$ cat config.mk
export PLATFORM = sky130hd
export DESIGN_NAME = idu_ins_rx
export DESIGN_NICKNAME = d
export VERILOG_FILES = /design/src/rtl/idu_ins_rx.sv
export SDC_FILE = /design/constraint.sdc
export NUM_CORES = 1
export LEC_CHECK = 0
export CAP_MARGIN = 20
export CORE_MARGIN = 3
export CORE_UTILIZATION = 25
export CTS_BUF_LIST = sky130_fd_sc_hd__clkbuf_16
export CTS_CLUSTER_DIAMETER = 40
export DETAILED_ROUTE_END_ITERATION = 10
export HOLD_SLACK_MARGIN = 0.12
export MAX_ROUTING_LAYER = met4
export SYNTH_ARGS = -nofsm -noshare
export SYNTH_HDL_FRONTEND = slang
export SYNTH_SLANG_ARGS = --single-unit
$ cat constraint.sdc
create_clock -name clk -period 4.55 [get_ports clk]
set_input_delay 1.365 -clock clk [delete_from_list [all_inputs] [get_ports clk]]
set_output_delay 1.365 -clock clk [all_outputs]
set_load 0.02 [all_outputs]
$ cat src/rtl/idu_ins_rx.sv
// Purpose: IFU->IDU receive buffer; splits RV32 fields for decode and parks the front end in WFI.
// Latency: a beat accepted at edge N is presented on idu_dec_* in cycle N+1.
// Backpressure: idu_ifu_rdy drops when the FIFO is full or in WFI; the head holds while idu_dec_rdy is low.
module idu_ins_rx #(
  parameter int          DEPTH   = 2,
  parameter int          PTR_W   = 1,
  parameter logic [31:0] WFI_ENC = 32'h10500073
) (
  input  logic        clk,
  input  logic        rst_n,
  input  logic        start_vld,
  input  logic        alu_ifu_br_vld,
  input  logic        wake_vld,
  input  logic        ifu_idu_vld,
  input  logic [31:0] ifu_idu_ins,
  input  logic [31:0] ifu_idu_pc,
  output logic        idu_ifu_rdy,
  output logic        idu_ifu_wfi,
  output logic        idu_dec_vld,
  input  logic        idu_dec_rdy,
  output logic [31:0] idu_dec_ins,
  output logic [31:0] idu_dec_pc,
  output logic [6:0]  idu_dec_opcode,
  output logic [4:0]  idu_dec_rd,
  output logic [2:0]  idu_dec_funct3,
  output logic [4:0]  idu_dec_rs1,
  output logic [4:0]  idu_dec_rs2,
  output logic [6:0]  idu_dec_funct7
);

  localparam logic [0:0]     ST_RUN   = 1'b0;
  localparam logic [0:0]     ST_WFI   = 1'b1;
  localparam logic [PTR_W:0] FULL_CNT = (PTR_W+1)'(DEPTH);

  logic [0:0]       state;
  logic [PTR_W-1:0] wr_ptr;
  logic [PTR_W-1:0] rd_ptr;
  logic [PTR_W:0]   count;
  logic [31:0]      ins_mem [DEPTH];
  logic [31:0]      pc_mem  [DEPTH];

  logic flush;
  logic acc;
  logic is_wfi;
  logic push;
  logic pop;

  // Redirect or start discards everything buffered and anything arriving this cycle.
  assign flush       = start_vld | alu_ifu_br_vld;
  // Ready depends only on registered state, so there is no vld->rdy combinational path.
  assign idu_ifu_rdy = (state == ST_RUN) && (count != FULL_CNT);
  assign acc         = ifu_idu_vld & idu_ifu_rdy & ~flush;
  assign is_wfi      = (ifu_idu_ins == WFI_ENC);
  // WFI is consumed here and never reaches the decoder.
  assign push        = acc & ~is_wfi;
  assign idu_dec_vld = (count != '0);
  assign pop         = idu_dec_vld & idu_dec_rdy & ~flush;
  assign idu_ifu_wfi = (state == ST_WFI);

  assign idu_dec_ins    = ins_mem[rd_ptr];
  assign idu_dec_pc     = pc_mem[rd_ptr];
  assign idu_dec_opcode = idu_dec_ins[6:0];
  assign idu_dec_rd     = idu_dec_ins[11:7];
  assign idu_dec_funct3 = idu_dec_ins[14:12];
  assign idu_dec_rs1    = idu_dec_ins[19:15];
  assign idu_dec_rs2    = idu_dec_ins[24:20];
  assign idu_dec_funct7 = idu_dec_ins[31:25];

  // RUN/WFI control: flush beats wake, wake beats a new WFI (wake only counts while already asleep).
  always_ff @(posedge clk or negedge rst_n) begin
    if (!rst_n) begin
      state <= ST_RUN;
    end else if (flush) begin
      state <= ST_RUN;
    end else if ((state == ST_WFI) && wake_vld) begin
      state <= ST_RUN;
    end else if (acc && is_wfi) begin
      state <= ST_WFI;
    end
  end

  // FIFO pointers and occupancy; pointers wrap naturally since DEPTH is a power of two.
  always_ff @(posedge clk or negedge rst_n) begin
    if (!rst_n) begin
      wr_ptr <= '0;
      rd_ptr <= '0;
      count  <= '0;
    end else if (flush) begin
      wr_ptr <= '0;
      rd_ptr <= '0;
      count  <= '0;
    end else begin
      if (push) wr_ptr <= wr_ptr + PTR_W'(1);
      if (pop)  rd_ptr <= rd_ptr + PTR_W'(1);
      case ({push, pop})
        2'b10:   count <= count + (PTR_W+1)'(1);
        2'b01:   count <= count - (PTR_W+1)'(1);
        default: count <= count;
      endcase
    end
  end

  // Entry storage is data-only and deliberately left unreset.
  always_ff @(posedge clk) begin
    if (push) begin
      ins_mem[wr_ptr] <= ifu_idu_ins;
      pc_mem[wr_ptr]  <= ifu_idu_pc;
    end
  end

endmodule

==> results_dict.tcl <==
set metrics [dict create \
    status "finished, final reports clean" \
    wl_mm 11.7 \
    place_inst 679 \
    vdd_drop_max_v 0.000194 \
    fmaxAchievable_mhz 260 \
    remaining_drc_errors 0 \
    worstPathMaxFanout 65 \
    totalPowerFinal_uw 3120 \
    timing_hold_violations_final 0 \
    synth_seq_cells 133 \
    cts_buffer_depth 2 \
    cts-buffers-inserted 17 \
    final_cell_count_no_fill 711 \
    fp-row-count 52 \
    drt-initial-drc-count 147 \
    grt_pass1_wl_mm 16.9 \
    number_of_global_route_vias_before_repair 2953 \
    path_buf_inv 1 \
    synth.avg_cell_area_um2 19.3 \
    cap_violations 0 \
    wl_per_cell_um 16.4 \
    syn_area_um2 5260 \
    port_buffers 169 \
    largest_net_degree_at_the_start_of_global_routing 66 \
    stdcell_area_um2 7740 \
    core-area_um2 20400 \
    layout-drive-gt1-share_pct 25.4 \
    setup_slack_ps 701 \
    cts_max_level 4 \
    vias 2893 \
    detailed_place_hpwl_mm 8.28 \
    drt-vias-per-instance 4.07 \
    period_minus_slack_ps 3850 \
    start_util_pct 25.7 \
    die_width_um 151 \
    cts.sinks 133 \
    ys.warnings.count 0 \
    totalNegativeSetupSlack_ps 0 \
    cp_max_stage_delay_ps 1020 \
    finalMaxSlewViolations 0 \
    critical_path.top_delay_family "flip-flops" \
    post-route-period-util_pct 84.6 \
    cts_tree "yes" \
    met1_usage_pct 12.6 \
    layout_area_growth_over_synthesis_pct 47.2 \
    grt-ovfl-total 0 \
    top_usage_layer "met2" \
    insertedDiodeCount 0 \
    first_pass_iters 4 \
    ff2ff_setup_slack_ps 2620 \
    nets 499 \
    crit_path_cell_trace "mux2_2 > clkdlybuf4s50_1" \
    crit_path_top_delay_cell "sky130_fd_sc_hd__dfrtp_4" \
    dieHeight_um 151 \
    insertion_delay_ps 410 \
    cts-resized-gates 0 \
    timing.critical_path.arrival_ps 2480 \
    worstPathRequired_ps 3180 \
    netlist.area_leader.share_pct 73.1 \
    pre_cts_ws_ps 960 \
    antenna_left 0 \
    worstSetupStartpointType "register" \
    placedInstanceArea_um2 7080 \
    grt_antenna_before_repair 0 \
    hold_path_class "register to register" \
    synth.lib_cells_used.distinct 31 \
    design.die.area_um2 22800 \
    met2_usage_pct 15.8 \
    root_buffer "sky130_fd_sc_hd__clkbuf_16" \
    post_synth_main_area_contributors "sky130_fd_sc_hd__edfxtp_1 (73%), sky130_fd_sc_hd__mux2_2 (14%), sky130_fd_sc_hd__buf_4 (4.6%)" \
    clk_transition_reported_paths_ps 60 \
    syn_inst 273 \
    postCtsHoldBufs 0 \
    setup_viol 0 \
    grt_usage_pct 10.5 \
    end_kind "output pin" \
    synth_area_leader_cell "sky130_fd_sc_hd__edfxtp_1" \
    cellLeakagePower_uw 0.00257 \
    ios 170 \
    grt_setup_unrepaired "no" \
    slew-limit-headroom_pct 39.3 \
    synth-seq-area-share_pct 75.5 \
    fin_worst_skew_ps 6.60 \
    worst_slew_pin_slew_ps 910 \
    grt.met3_usage_pct 3.53 \
    post-cts-setup-buffers 0 \
    pwr_density_cell_nw_per_um2 403 \
    critical_path_class "register to output pin" \
    gp_routability_congestion 0.704 \
    syn-num-nets 344 \
]
-- flip-flops by register name (all words and copies together) (netlist names) --
signal / count
ins_mem: 64
pc_mem: 64
count: 2
idu_ifu_wfi: 1
rd_ptr: 1
wr_ptr: 1
-- Yosys cell counts --
cell / n
sky130_fd_sc_hd__o2111a_1: 1
sky130_fd_sc_hd__nor4_2: 1
sky130_fd_sc_hd__o21ai_2: 1
sky130_fd_sc_hd__nor2_1: 3
sky130_fd_sc_hd__a311o_1: 1
sky130_fd_sc_hd__xor2_1: 1
sky130_fd_sc_hd__nor4bb_1: 1
sky130_fd_sc_hd__nand2_1: 3
sky130_fd_sc_hd__edfxtp_1: 128
sky130_fd_sc_hd__nor2b_1: 1
sky130_fd_sc_hd__buf_4: 32
sky130_fd_sc_hd__and2_1: 2
sky130_fd_sc_hd__and4bb_2: 1
sky130_fd_sc_hd__xnor2_1: 1
sky130_fd_sc_hd__nor3b_1: 1
sky130_fd_sc_hd__o32ai_1: 1
sky130_fd_sc_hd__and4b_1: 1
sky130_fd_sc_hd__dfrtp_1: 5
sky130_fd_sc_hd__nand4_1: 2
sky130_fd_sc_hd__or2_2: 1
sky130_fd_sc_hd__nor4b_2: 3
sky130_fd_sc_hd__nor3_1: 1
sky130_fd_sc_hd__nor2_2: 1
sky130_fd_sc_hd__inv_1: 2
sky130_fd_sc_hd__nand4bb_1: 1
sky130_fd_sc_hd__nor4_1: 2
sky130_fd_sc_hd__buf_2: 6
sky130_fd_sc_hd__clkbuf_1: 1
sky130_fd_sc_hd__and3_1: 1
sky130_fd_sc_hd__mux2i_1: 2
sky130_fd_sc_hd__mux2_2: 65
-- cell usage in the layout (no fill, tap or decap), types with 3 or more instances in the layout --
cell / instances
sky130_fd_sc_hd__nor4b_2: 3
sky130_fd_sc_hd__buf_4: 6
sky130_fd_sc_hd__clkbuf_16: 17
sky130_fd_sc_hd__clkdlybuf4s50_1: 169
sky130_fd_sc_hd__nand2_1: 3
sky130_fd_sc_hd__clkinv_2: 3
sky130_fd_sc_hd__bufinv_16: 6
sky130_fd_sc_hd__mux2_2: 65
sky130_fd_sc_hd__inv_1: 3
sky130_fd_sc_hd__edfxtp_1: 128
sky130_fd_sc_hd__dfrtp_1: 4
-- final cells by class --
class                   count  area (um^2)
clock buffers              17          425
clock inverters            15          235
fillers                  1886        12700
inverters                   2         7.51
multi-input cells          99         1020
flip-flops and latches    133         3970
well taps                 270          338
repair buffers            175         1740
-- path summary, 6_finish.rpt --
| check | start | endpoint | depth (start not counted) |
|---|---|---|---|
| worst max-delay path | rd_ptr | idu_dec_opcode[6] | 2 |
| worst min-delay path | wr_ptr | wr_ptr | 1 |
| worst max register to register | count[1] | pc_mem[0][7] | 5 |
| worst min register to register | wr_ptr | wr_ptr | 1 |
| max in group asynchronous | rst_n | rd_ptr | 1 |
| min in group asynchronous | rst_n | rd_ptr | 1 |
-- per-layer routing --
metal | vias up | part of all wire, %
met5 | - | 0
met4 | 0 | 2.3
met3 | 22 | 6.9
met2 | 107 | 49
met1 | 1422 | 42
li1 | 1342 | -
-- power by group --
group	internal, uW	leakage, uW	switching [uW]	total, uW
clock	1020	0.000322	490	1510
sequential	1370	0.00123	9.39	1380
combinational	126	0.00101	102	227
total	2520	0.00257	602	3120
-- per-stage QoR --
step / utilization, % / hold WS, ps
after global routing: 37.9 / 581
final: 37.9 / 555
after global placement: 34.6 / 538
after detailed placement: 34.6 / 555
after CTS: 37.9 / 563
after floorplan: - / 468
-- cells by family (layout without fill, tap and decap cells) --
logic type | Yosys count | after routing | share of synthesized area [%]
compound gates | 4 | 4 | 0.738
xor+xnor | 2 | 2 | 0.333
buf+inv | 41 | 209 | 5.35
flops | 133 | 133 | 75.5
mux | 67 | 67 | 14.3
simple gates | 26 | 26 | 3.78
Power figures use the tool's default switching activity.
